--- src/rtl/sonar_ch_arbiter.sv ---
// ---------------------------------------------------------------------------
// sonar_ch_arbiter
//
// Merges CH_NUM per-hydrophone AXI-Stream sample streams onto the single
// shared highpass FIR input. Every output beat carries its source channel
// index on m_axis_tuser so the downstream filter/demod chain can keep
// channels apart.
//
// Each channel has a one-entry holding buffer. Its ready is simply "buffer
// empty and not in reset", so there is no combinational path from
// m_axis_tready back to any s_axis_tready. A channel can therefore accept at
// most one beat every two cycles, which is far faster than the sample rate.
//
// A single output register feeds m_axis. It is reloaded whenever it is free
// (empty, or being consumed this cycle) and the selected buffer is full, so
// consume and reload in the same cycle give back-to-back beats.
//
// Selection:
//   ORDERED = 1 : strict interleave 0,1,..,CH_NUM-1,0,.. (sel = ptr).
//   ORDERED = 0 : work-conserving round-robin; first full buffer at or after
//                 ptr (with wrap), ptr moves to one past the winner.
//
// Ports:
//   s_axis_aclk    in   clock
//   s_axis_arst    in   synchronous active-high reset
//   s_axis_tdata   in   CH_NUM*DATA_W, channel i at [i*DATA_W +: DATA_W]
//   s_axis_tvalid  in   CH_NUM per-channel valid
//   s_axis_tready  out  CH_NUM per-channel ready
//   m_axis_tdata   out  DATA_W selected sample (passed through unchanged)
//   m_axis_tvalid  out  output valid
//   m_axis_tready  in   downstream ready
//   m_axis_tuser   out  USER_W source channel index of the current beat
// ---------------------------------------------------------------------------
module sonar_ch_arbiter #(
  parameter int CH_NUM  = 4,
  parameter int DATA_W  = 24,
  parameter int USER_W  = 2,
  parameter bit ORDERED = 1'b1
) (
  input  logic                     s_axis_aclk,
  input  logic                     s_axis_arst,
  input  logic [CH_NUM*DATA_W-1:0] s_axis_tdata,
  input  logic [CH_NUM-1:0]        s_axis_tvalid,
  output logic [CH_NUM-1:0]        s_axis_tready,
  output logic [DATA_W-1:0]        m_axis_tdata,
  output logic                     m_axis_tvalid,
  input  logic                     m_axis_tready,
  output logic [USER_W-1:0]        m_axis_tuser
);

  localparam logic [USER_W-1:0] LAST_CH = USER_W'(CH_NUM - 1);

  // Per-channel holding buffers
  logic [CH_NUM-1:0] buf_vld_q;
  logic [CH_NUM-1:0] buf_vld_d;
  logic [DATA_W-1:0] buf_data_q [CH_NUM];
  logic [DATA_W-1:0] in_data    [CH_NUM];
  logic [CH_NUM-1:0] take;
  logic [CH_NUM-1:0] drain;

  // Selection pointer and arbitration result
  logic [USER_W-1:0] ptr_q;
  logic [USER_W-1:0] ptr_d;
  logic [USER_W-1:0] sel;
  logic              sel_vld;
  logic              out_free;
  logic              load;

  // Output register
  logic [DATA_W-1:0] m_tdata_q;
  logic [DATA_W-1:0] m_tdata_d;
  logic [USER_W-1:0] m_tuser_q;
  logic [USER_W-1:0] m_tuser_d;
  logic              m_tvalid_q;
  logic              m_tvalid_d;

  // Ready depends only on local buffer state and reset.
  assign s_axis_tready = ~buf_vld_q & {CH_NUM{~s_axis_arst}};

  genvar gi;
  generate
    for (gi = 0; gi < CH_NUM; gi++) begin : g_ch
      assign in_data[gi] = s_axis_tdata[gi*DATA_W +: DATA_W];
      assign take[gi]    = s_axis_tvalid[gi] & s_axis_tready[gi];
      assign drain[gi]   = load & (sel == USER_W'(gi));
    end
  endgenerate

  // A buffer cannot be filled and drained in the same cycle: take needs the
  // buffer empty, drain needs it full.
  assign buf_vld_d = (buf_vld_q | take) & ~drain;

  generate
    if (ORDERED) begin : g_sel_ordered
      // Other channels wait, full and not ready, until ptr reaches them.
      assign sel = ptr_q;
    end else begin : g_sel_rr
      logic [USER_W-1:0] sel_rr;
      logic [USER_W:0]   cand;
      logic              found;

      // Rotating-priority search starting at ptr. The one extra bit on cand
      // holds ptr+k before the wrap back into 0..CH_NUM-1. With nothing
      // buffered sel falls back to ptr, sel_vld is low and nothing loads.
      always_comb begin
        sel_rr = ptr_q;
        cand   = '0;
        found  = 1'b0;
        for (int k = 0; k < CH_NUM; k++) begin
          cand = {1'b0, ptr_q} + (USER_W+1)'(k);
          if (cand >= (USER_W+1)'(CH_NUM)) begin
            cand = cand - (USER_W+1)'(CH_NUM);
          end
          if (!found && buf_vld_q[cand[USER_W-1:0]]) begin
            sel_rr = cand[USER_W-1:0];
            found  = 1'b1;
          end
        end
      end

      assign sel = sel_rr;
    end
  endgenerate

  assign sel_vld  = buf_vld_q[sel];
  assign out_free = ~m_tvalid_q | m_axis_tready;
  assign load     = out_free & sel_vld;

  // In ordered mode sel == ptr, so "one past the winner" is also the plain
  // ptr increment needed there.
  always_comb begin
    ptr_d = ptr_q;
    if (load) begin
      ptr_d = (sel == LAST_CH) ? '0 : sel + 1'b1;
    end
  end

  // Output register: reload when free, otherwise drop valid once consumed.
  // While stalled (valid & ~ready) nothing changes.
  always_comb begin
    m_tdata_d  = m_tdata_q;
    m_tuser_d  = m_tuser_q;
    m_tvalid_d = m_tvalid_q;
    if (load) begin
      m_tdata_d  = buf_data_q[sel];
      m_tuser_d  = sel;
      m_tvalid_d = 1'b1;
    end else if (m_axis_tready) begin
      m_tvalid_d = 1'b0;
    end
  end

  always_ff @(posedge s_axis_aclk) begin
    if (s_axis_arst) begin
      buf_vld_q  <= '0;
      ptr_q      <= '0;
      m_tdata_q  <= '0;
      m_tuser_q  <= '0;
      m_tvalid_q <= 1'b0;
    end else begin
      buf_vld_q  <= buf_vld_d;
      ptr_q      <= ptr_d;
      m_tdata_q  <= m_tdata_d;
      m_tuser_q  <= m_tuser_d;
      m_tvalid_q <= m_tvalid_d;
    end
  end

  // Buffer payload needs no reset; it is only observed behind buf_vld_q.
  always_ff @(posedge s_axis_aclk) begin
    for (int i = 0; i < CH_NUM; i++) begin
      if (take[i]) begin
        buf_data_q[i] <= in_data[i];
      end
    end
  end

  assign m_axis_tdata  = m_tdata_q;
  assign m_axis_tuser  = m_tuser_q;
  assign m_axis_tvalid = m_tvalid_q;

endmodule

--- config.mk ---
export PLATFORM = sky130hd
export DESIGN_NAME = sonar_ch_arbiter
export DESIGN_NICKNAME = d
export VERILOG_FILES = /design/src/rtl/sonar_ch_arbiter.sv
export SDC_FILE = /design/constraint.sdc
export NUM_CORES = 1
export LEC_CHECK = 0
export BUFFER_PORTS_ARGS = -buffer_cell sky130_fd_sc_hd__buf_2
export CAP_MARGIN = 5
export CORE_ASPECT_RATIO = 1.75
export CORE_MARGIN = 1
export CORE_UTILIZATION = 50
export DETAILED_ROUTE_END_ITERATION = 6
export MAX_ROUTING_LAYER = met4
export PLACE_DENSITY = 0.88
export SYNTH_ARGS = -nofsm -noshare
export SYNTH_HDL_FRONTEND = slang
export SYNTH_SLANG_ARGS = --single-unit
--- constraint.sdc ---
create_clock -name s_axis_aclk -period 1.9 [get_ports s_axis_aclk]
set_input_delay 0.095 -clock s_axis_aclk [delete_from_list [all_inputs] [get_ports s_axis_aclk]]
set_output_delay 0.095 -clock s_axis_aclk [all_outputs]
set_load 0.01 [all_outputs]
==> results.tsv, run 1 <==
metric	value	unit
status	finished, final reports clean	
Final Critical Period	1.780	ns
GPL Wtd Cong	0.7955	
Post-synth ARST share	0	
Seq/Total Area, Yosys	0.7337	
Final Core Density	0.7747	
DIE AREA	10070	µm²
Fill cells	515	
Cells after DPL	541	
Max Cap Violations	0	
Initial Utilization	0.5133	
Gate power share	0.162	
Worst Max-Slew Pin Slew	0.6755	ns
top cells by area, synth	edfxtp_1, dfxtp_1, mux4_2, a21oi_1, nand3_1	
final net count	645	
Die Height	132.0	µm
sequential share of power	0.430	
Final Hold Vio Count	0	
clock skew	0.006963	ns
Post-synth EDFFs	96	
Slew Limit Fails	0	
Post-route DRC	0	
Post-Syn Area	4830	µm²
most common cell in the netlist	edfxtp_1	
final global-route overflow total	0	
Final Cell Area	7289	µm²
CP required	2.23	ns
final period utilization	0.9368	
Worst-path clk slew	0.06	ns
Unique masters post-synth	24	
initial antenna violation count	1	
placed cell areas	5690	µm²
Worst R2R Setup Slack	0.12	ns
worst r2r path cells	5	
FF-to-FF End	m_axis_tdata[11]	
Post-CTS Setup Inserts	0	
CTS tree	built	
WL/cell	21.72	µm
Inserted Clock Buffers	17	
area of the multi-input gates	1204	µm²
row cnt	47	
Switching Fraction	0.2495	
final wirelength	14.64	mm
synth warn	0	
Die W	76.30	µm
core area	9409	µm²
Power Density	1081	nW/µm²
Post-synth top cells	edfxtp_1, dfxtp_1, a21oi_1	
drt via density	5.639	
first-pass GRT wire length	22.51	mm
gr usage total	0.3209	
CTS H-tree depth	4	
initial drt markers	438	
Psw	1.966	mW
cell-internal power	5.913	mW
drt pass-1 iters	7	
vias in the first global route	4122	
# port buffers	133	
critical path arrival	2.11	ns
Worst-Skew Late Latency	0.41	ns
dpl hpwl	7.926	mm
pin count of the biggest net entering global routing	27	
Min-Delay Path Class	input port to flip-flop	
P&R area growth vs syn	50.93	%
Slew headroom	0.5482	
reg2reg start	m_axis_tvalid	
synthesized netlist net count	397	
Post-Place Worst Slack	-0.1006	ns
most frequently used flop master after synthesis	edfxtp_1	
maximum clock rate	0.5618	GHz
critical path class	flip-flop to flip-flop	
Crit. End Element	flip-flop	
Vias	3801	
clock network power share	0.408	
Leakage Power	2.814	nW
Cells after Synth	290	
fin cells	674	
final setup vio count	0	
Total Negative Setup Slacks	0	ns
register area	3546	µm²
flops & latches, synth	129	
Synth area leader	edfxtp_1	
crit path from	m_axis_tvalid	
RSZ-0062 raised after global routing	no	
Critical Path Start Type	flip-flop	
I/O Pins	134	
top cell type's share of synthesized area	0.5969	
post-layout power	7.878	mW
antenna-violating nets left	0	
clk sinks	129	
setup ws final	0.1200	ns
largest buffer count on any clock path	2	
hold_ws	0.05928	ns
maximum fanout along the worst path	13	
CTS root buf	clkbuf_16	
termination of the worst setup path	m_axis_tdata[11]	
syn avg cell area	16.65	µm²
maximum vdd drop	1.263	mV
fraction of layout cells with a size suffix above 1	0.3757	
==> state kept, by name (all words and copies together), names as in the netlist <==
register       flops
buf_vld_q          4
m_axis_tvalid      1
m_axis_tdata      24
m_axis_tuser       2
ptr_q              2
buf_data_q        96
==> per-layer routing <==
layer / track usage / vias to the layer above / routed length, µm
met5: - / - / 0
met4: 0.1859 / 0 / 634
met3: 0.06505 / 49 / 969
met2: 0.5551 / 255 / 8181
met1: 0.3348 / 1864 / 4854
li1: - / 1633 / -
==> power by group through the flow <==
stage	clock network [mW]	logic, mW	registers (mW)
2_1_floorplan	0	0.617	3.42
3_3_place_gp	0	1.01	3.41
3_5_place_dp	0	1.05	3.42
4_1_cts	3.18	1.23	3.37
5_1_grt	3.35	1.36	3.40
6_report	3.21	1.28	3.39
==> worst min path at each step <==
stage / start / to / slack, ns / cells past startpoint
after floorplan: s_axis_tdata[0] / buf_data_q[0][0] / 0.19 / 0
after global placement: s_axis_tdata[53] / buf_data_q[2][5] / 0.27 / 1
after detailed placement: s_axis_tdata[89] / buf_data_q[3][17] / 0.27 / 1
after CTS: s_axis_tvalid[2] / buf_vld_q[2] / 0.02 / 3
after global routing: s_axis_tvalid[2] / buf_vld_q[2] / 0.07 / 3
final: s_axis_tvalid[2] / buf_vld_q[2] / 0.06 / 3
==> placed cells by master (no fill, tap or decap), types with 7 or more instances in the layout <==
master,n
nand3_1,27
buf_4,14
edfxtp_1,96
clkbuf_16,17
dfxtp_1,31
nor2_1,9
o21ai_1,20
dlygate4sd3_1,99
o21ai_0,7
mux4_2,24
a21oi_1,29
buf_2,133
==> final cells by class <==
cell class	instances	area share
diodes	1	0.0003433
multi-input cells	140	0.1651
flip-flops and latches	129	0.4864
clock inverters	14	0.02008
well taps	122	0.02094
repair buffers	248	0.2472
inverters	2	0.001030
clock buffers	18	0.05887
==> critical path, cell delays in order (launching register included) <==
cell and delay, ns:
dfxtp_1 0.33, nor2b_1 0.51, or3_1 0.31, buf_4 0.24
nand3_1 0.11, a21oi_1 0.19
==> cells by family after synthesis <==
kind of cell	count (synthesis)	share of synthesized area
buffers and inverters	22	0.02435
muxes	26	0.1163
adders and majority gates	4	0.01036
AOI/OAI and AO/OA	60	0.06425
and+or+nand+nor	49	0.05104
DFF	129	0.7337
==> repair_timing <==
item | 4_1_cts | 5_1_grt
gates resized for setup | 0 | 4
gates cloned | 1 | 0
endpoints found under the hold margin | 99 | 0
pin swaps | 1 | 0
hold buffers | 99 | 0
setup endpoints to repair | 12 | 31
(Power assumes the default switching activity.)
==> run 2, diff against run 1 <==
ABC_AREA = 1   (was not set)
CAP_MARGIN = 0   (was 5)
PLACE_DENSITY = 0.87   (was 0.88)
==> run 2 against run 1 <==
Global-route usage shrank 1.6 points. Largest power group unchanged. Highest routed layer unchanged. Via count grew 14%. Critical endpoint is now m_axis_tdata[4]. Worst hold slack gained 0.0021 ns. First-iteration DRC count grew 1.4%. Synthesized cell count grew 61%.
==> results.tsv, run 2 <==
metric	value	unit	change
WP buf/inv	1		unchanged
Power Density	1320	nW/µm²	+22%
clock network power share	0.334		-0.074
Hold-fix buffers, CTS	100		+1.0%
most common cell after layout, fill and taps aside	buf_2		
reg2reg start	ptr_q[1]		
Die Height	135.1	µm	+2.4%
Final Critical Period	1.742	ns	-0.03842 ns
pin count of the biggest net entering global routing	55		+100%
Inserted Clock Buffers	17		unchanged
maximum clock rate	0.5742	GHz	+2.2%
post-layout power	9.825	mW	+25%
Crit path max-delay family	simple AND/OR/NAND/NOR gates		
CTS tree	built		
area of the multi-input gates	1279	µm²	+6.2%
antenna-violating nets left	0		unchanged
Leakage Power	3.154	nW	+12%
gr usage total	0.3052		-0.01576
Worst-Skew Late Latency	0.42	ns	about the same
cts repair resizes	0		unchanged
# port buffers	133		unchanged
Initial Utilization	0.5141		+0.0008027
Seq/Total Area, Yosys	0.6998		-0.03390
Psw	3.285	mW	+67%
Unique masters post-synth	20		-17%
synth warn	0		unchanged
critical path's largest stage delay	0.47	ns	-0.04 ns
most frequent cells in the layout	buf_2, nor2_1, dlygate4sd3_1		
Final Core Density	0.7556		-0.01915
core area	9849	µm²	+4.7%
status	finished, final reports clean		
Post-CTS Setup Inserts	0		unchanged
top cells by area, synth	edfxtp_1, dfxtp_1, nor2_1, o21ai_0, nand2_1		
vias in the first global route	4457		+8.1%
top cell type's share of synthesized area	0.5693		-0.02758
Switching Fraction	0.3344		+0.08490
syn avg cell area	10.82	µm²	-35%
worst path cell trace	inv_1, nand3_2, nand3_4, nand2_1, nand2_1, nor2_1		
Post-synth ARST share	0		unchanged
maximum fanout along the worst path	54		+41
Cells after Synth	468		+61%
first-pass GRT wire length	22.42	mm	-0.40%
Die W	78.07	µm	+2.3%
synthesized netlist net count	575		+45%
clock skew	0.008307	ns	+0.001345 ns
cell-internal power	6.539	mW	+11%
initial antenna violation count	0		-1
Post-synth EDFFs	96		unchanged
sequential share of power	0.367		-0.063
clk sinks	129		unchanged
crit path from	ptr_q[1]		
Vias	4351		+14%
Max Cap Violations	0		unchanged
Worst-path clk slew	0.06	ns	about the same
fraction of layout cells with a size suffix above 1	0.2524		-0.1232
Crit. End Element	flip-flop		
Final Hold Vio Count	0		unchanged
cell mode on critical path	nand2_1		
register area	3545	µm²	about the same
most common cell in the netlist	nor2_1		
setup ws final	0.1584	ns	+0.03842 ns
GPL Wtd Cong	0.9173		+15%
Post-route DRC	0		unchanged
Cells after DPL	710		+31%
Total Negative Setup Slacks	0	ns	unchanged
CP max-delay cell	nand3_4		
final period utilization	0.9166		-0.02022
initial drt markers	444		+1.4%
final global-route overflow total	0		unchanged
Min-Delay Path Class	input port to flip-flop		
Gate power share	0.300		+0.138
Critical Path Start Type	flip-flop		
largest buffer count on any clock path	2		unchanged
drt pass-1 iters	5		-2
drt via density	5.161		-8.5%
Worst Max-Slew Pin Slew	0.5969	ns	-0.07859 ns
Post-synth top cells	nor2_1, edfxtp_1, o21ai_0		
Slew Limit Fails	0		unchanged
max FFs per register	96		unchanged
final wirelength	15.00	mm	+2.5%
final net count	811		+26%
dpl hpwl	7.682	mm	-3.1%
critical path class	flip-flop to flip-flop		
RSZ-0062 raised after global routing	no		
most frequently used flop master after synthesis	edfxtp_1		
fin cells	843		+25%
register name with the most flops	buf_data_q		
row cnt	48		+2.1%
critical path arrival	2.08	ns	-0.03 ns
Slew headroom	0.6021		+0.05386
DIE AREA	10550	µm²	+4.7%
Post-Place Worst Slack	0.2391	ns	+0.3397 ns
CTS H-tree depth	4		unchanged
Synth area leader	edfxtp_1		
final setup vio count	0		unchanged
WL/cell	17.80	µm	-18%
CP required	2.24	ns	about the same
P&R area growth vs syn	46.97	%	
Post-Syn Area	5064	µm²	+4.8%
I/O Pins	134		unchanged
CTS root buf	clkbuf_16		
flops & latches, synth	129		unchanged
Worst Hold Launch	s_axis_arst		
Fill cells	630		+22%
maximum vdd drop	0.9439	mV	-25%
[run 2: per-stage QoR]
stage | hold slack (ns) | area [µm²]
4_1_cts | 0.02971 | 7440
6_report | 0.06137 | 7442
2_1_floorplan | 0.1939 | 5069
3_3_place_gp | 0.2733 | 5844
5_1_grt | 0.05763 | 7440
3_5_place_dp | 0.2731 | 5844
[run 2: worst register-to-register path, delay by kind of cell, from the launching register on]
| kind | cells | cell delay [ns] |
|---|---|---|
| simple gates | 5 | 1.11 |
| flops | 1 | 0.42 |
| buf+inv | 1 | 0.13 |
[run 2: cells by family after synthesis]
logic type / Yosys count / share of synthesized area
fa+ha+maj: 4 / 0.009884
buf+inv: 56 / 0.05288
simple gates: 193 / 0.1525
compound gates: 86 / 0.08500
flops: 129 / 0.6998
[run 2: final timing paths]
path                                        end  slack [ns]  cells past startpoint
worst max-delay path            m_axis_tdata[4]        0.16                      6
worst min-delay path                   ptr_q[0]        0.06                      2
worst max register to register  m_axis_tdata[4]        0.16                      6
worst min register to register  m_axis_tuser[1]        0.46                      2
[run 2: power groups by stage]
stage	Clock [mW]	Combinational (mW)	Sequential [mW]
3_5_place_dp	0	2.62	3.65
5_1_grt	3.42	3.27	3.63
4_1_cts	3.28	2.85	3.59
2_1_floorplan	0	1.93	3.69
3_3_place_gp	0	2.53	3.63
6_report	3.28	2.95	3.60
[run 2: area by class of cell]
| type | count | share of cell area |
|---|---|---|
| Tap cell | 125 | 0.02102 |
| Clock inverter | 13 | 0.02169 |
| Inverter | 31 | 0.01597 |
| Clock buffer | 19 | 0.05817 |
| Antenna cell | 1 | 0.0003362 |
| Timing Repair Buffer | 242 | 0.2347 |
| Multi-Input combinational cell | 283 | 0.1718 |
| Sequential cell | 129 | 0.4763 |
[run 2: per-layer routing]
metal	part of all wire	routed length, µm	global-route usage	up-vias
met5	0	0	-	-
met3	0.068	1017	0.06892	57
li1	-	-	-	2032
met1	0.34	5090	0.3109	1979
met2	0.54	8153	0.5302	283
met4	0.049	740	0.1770	0
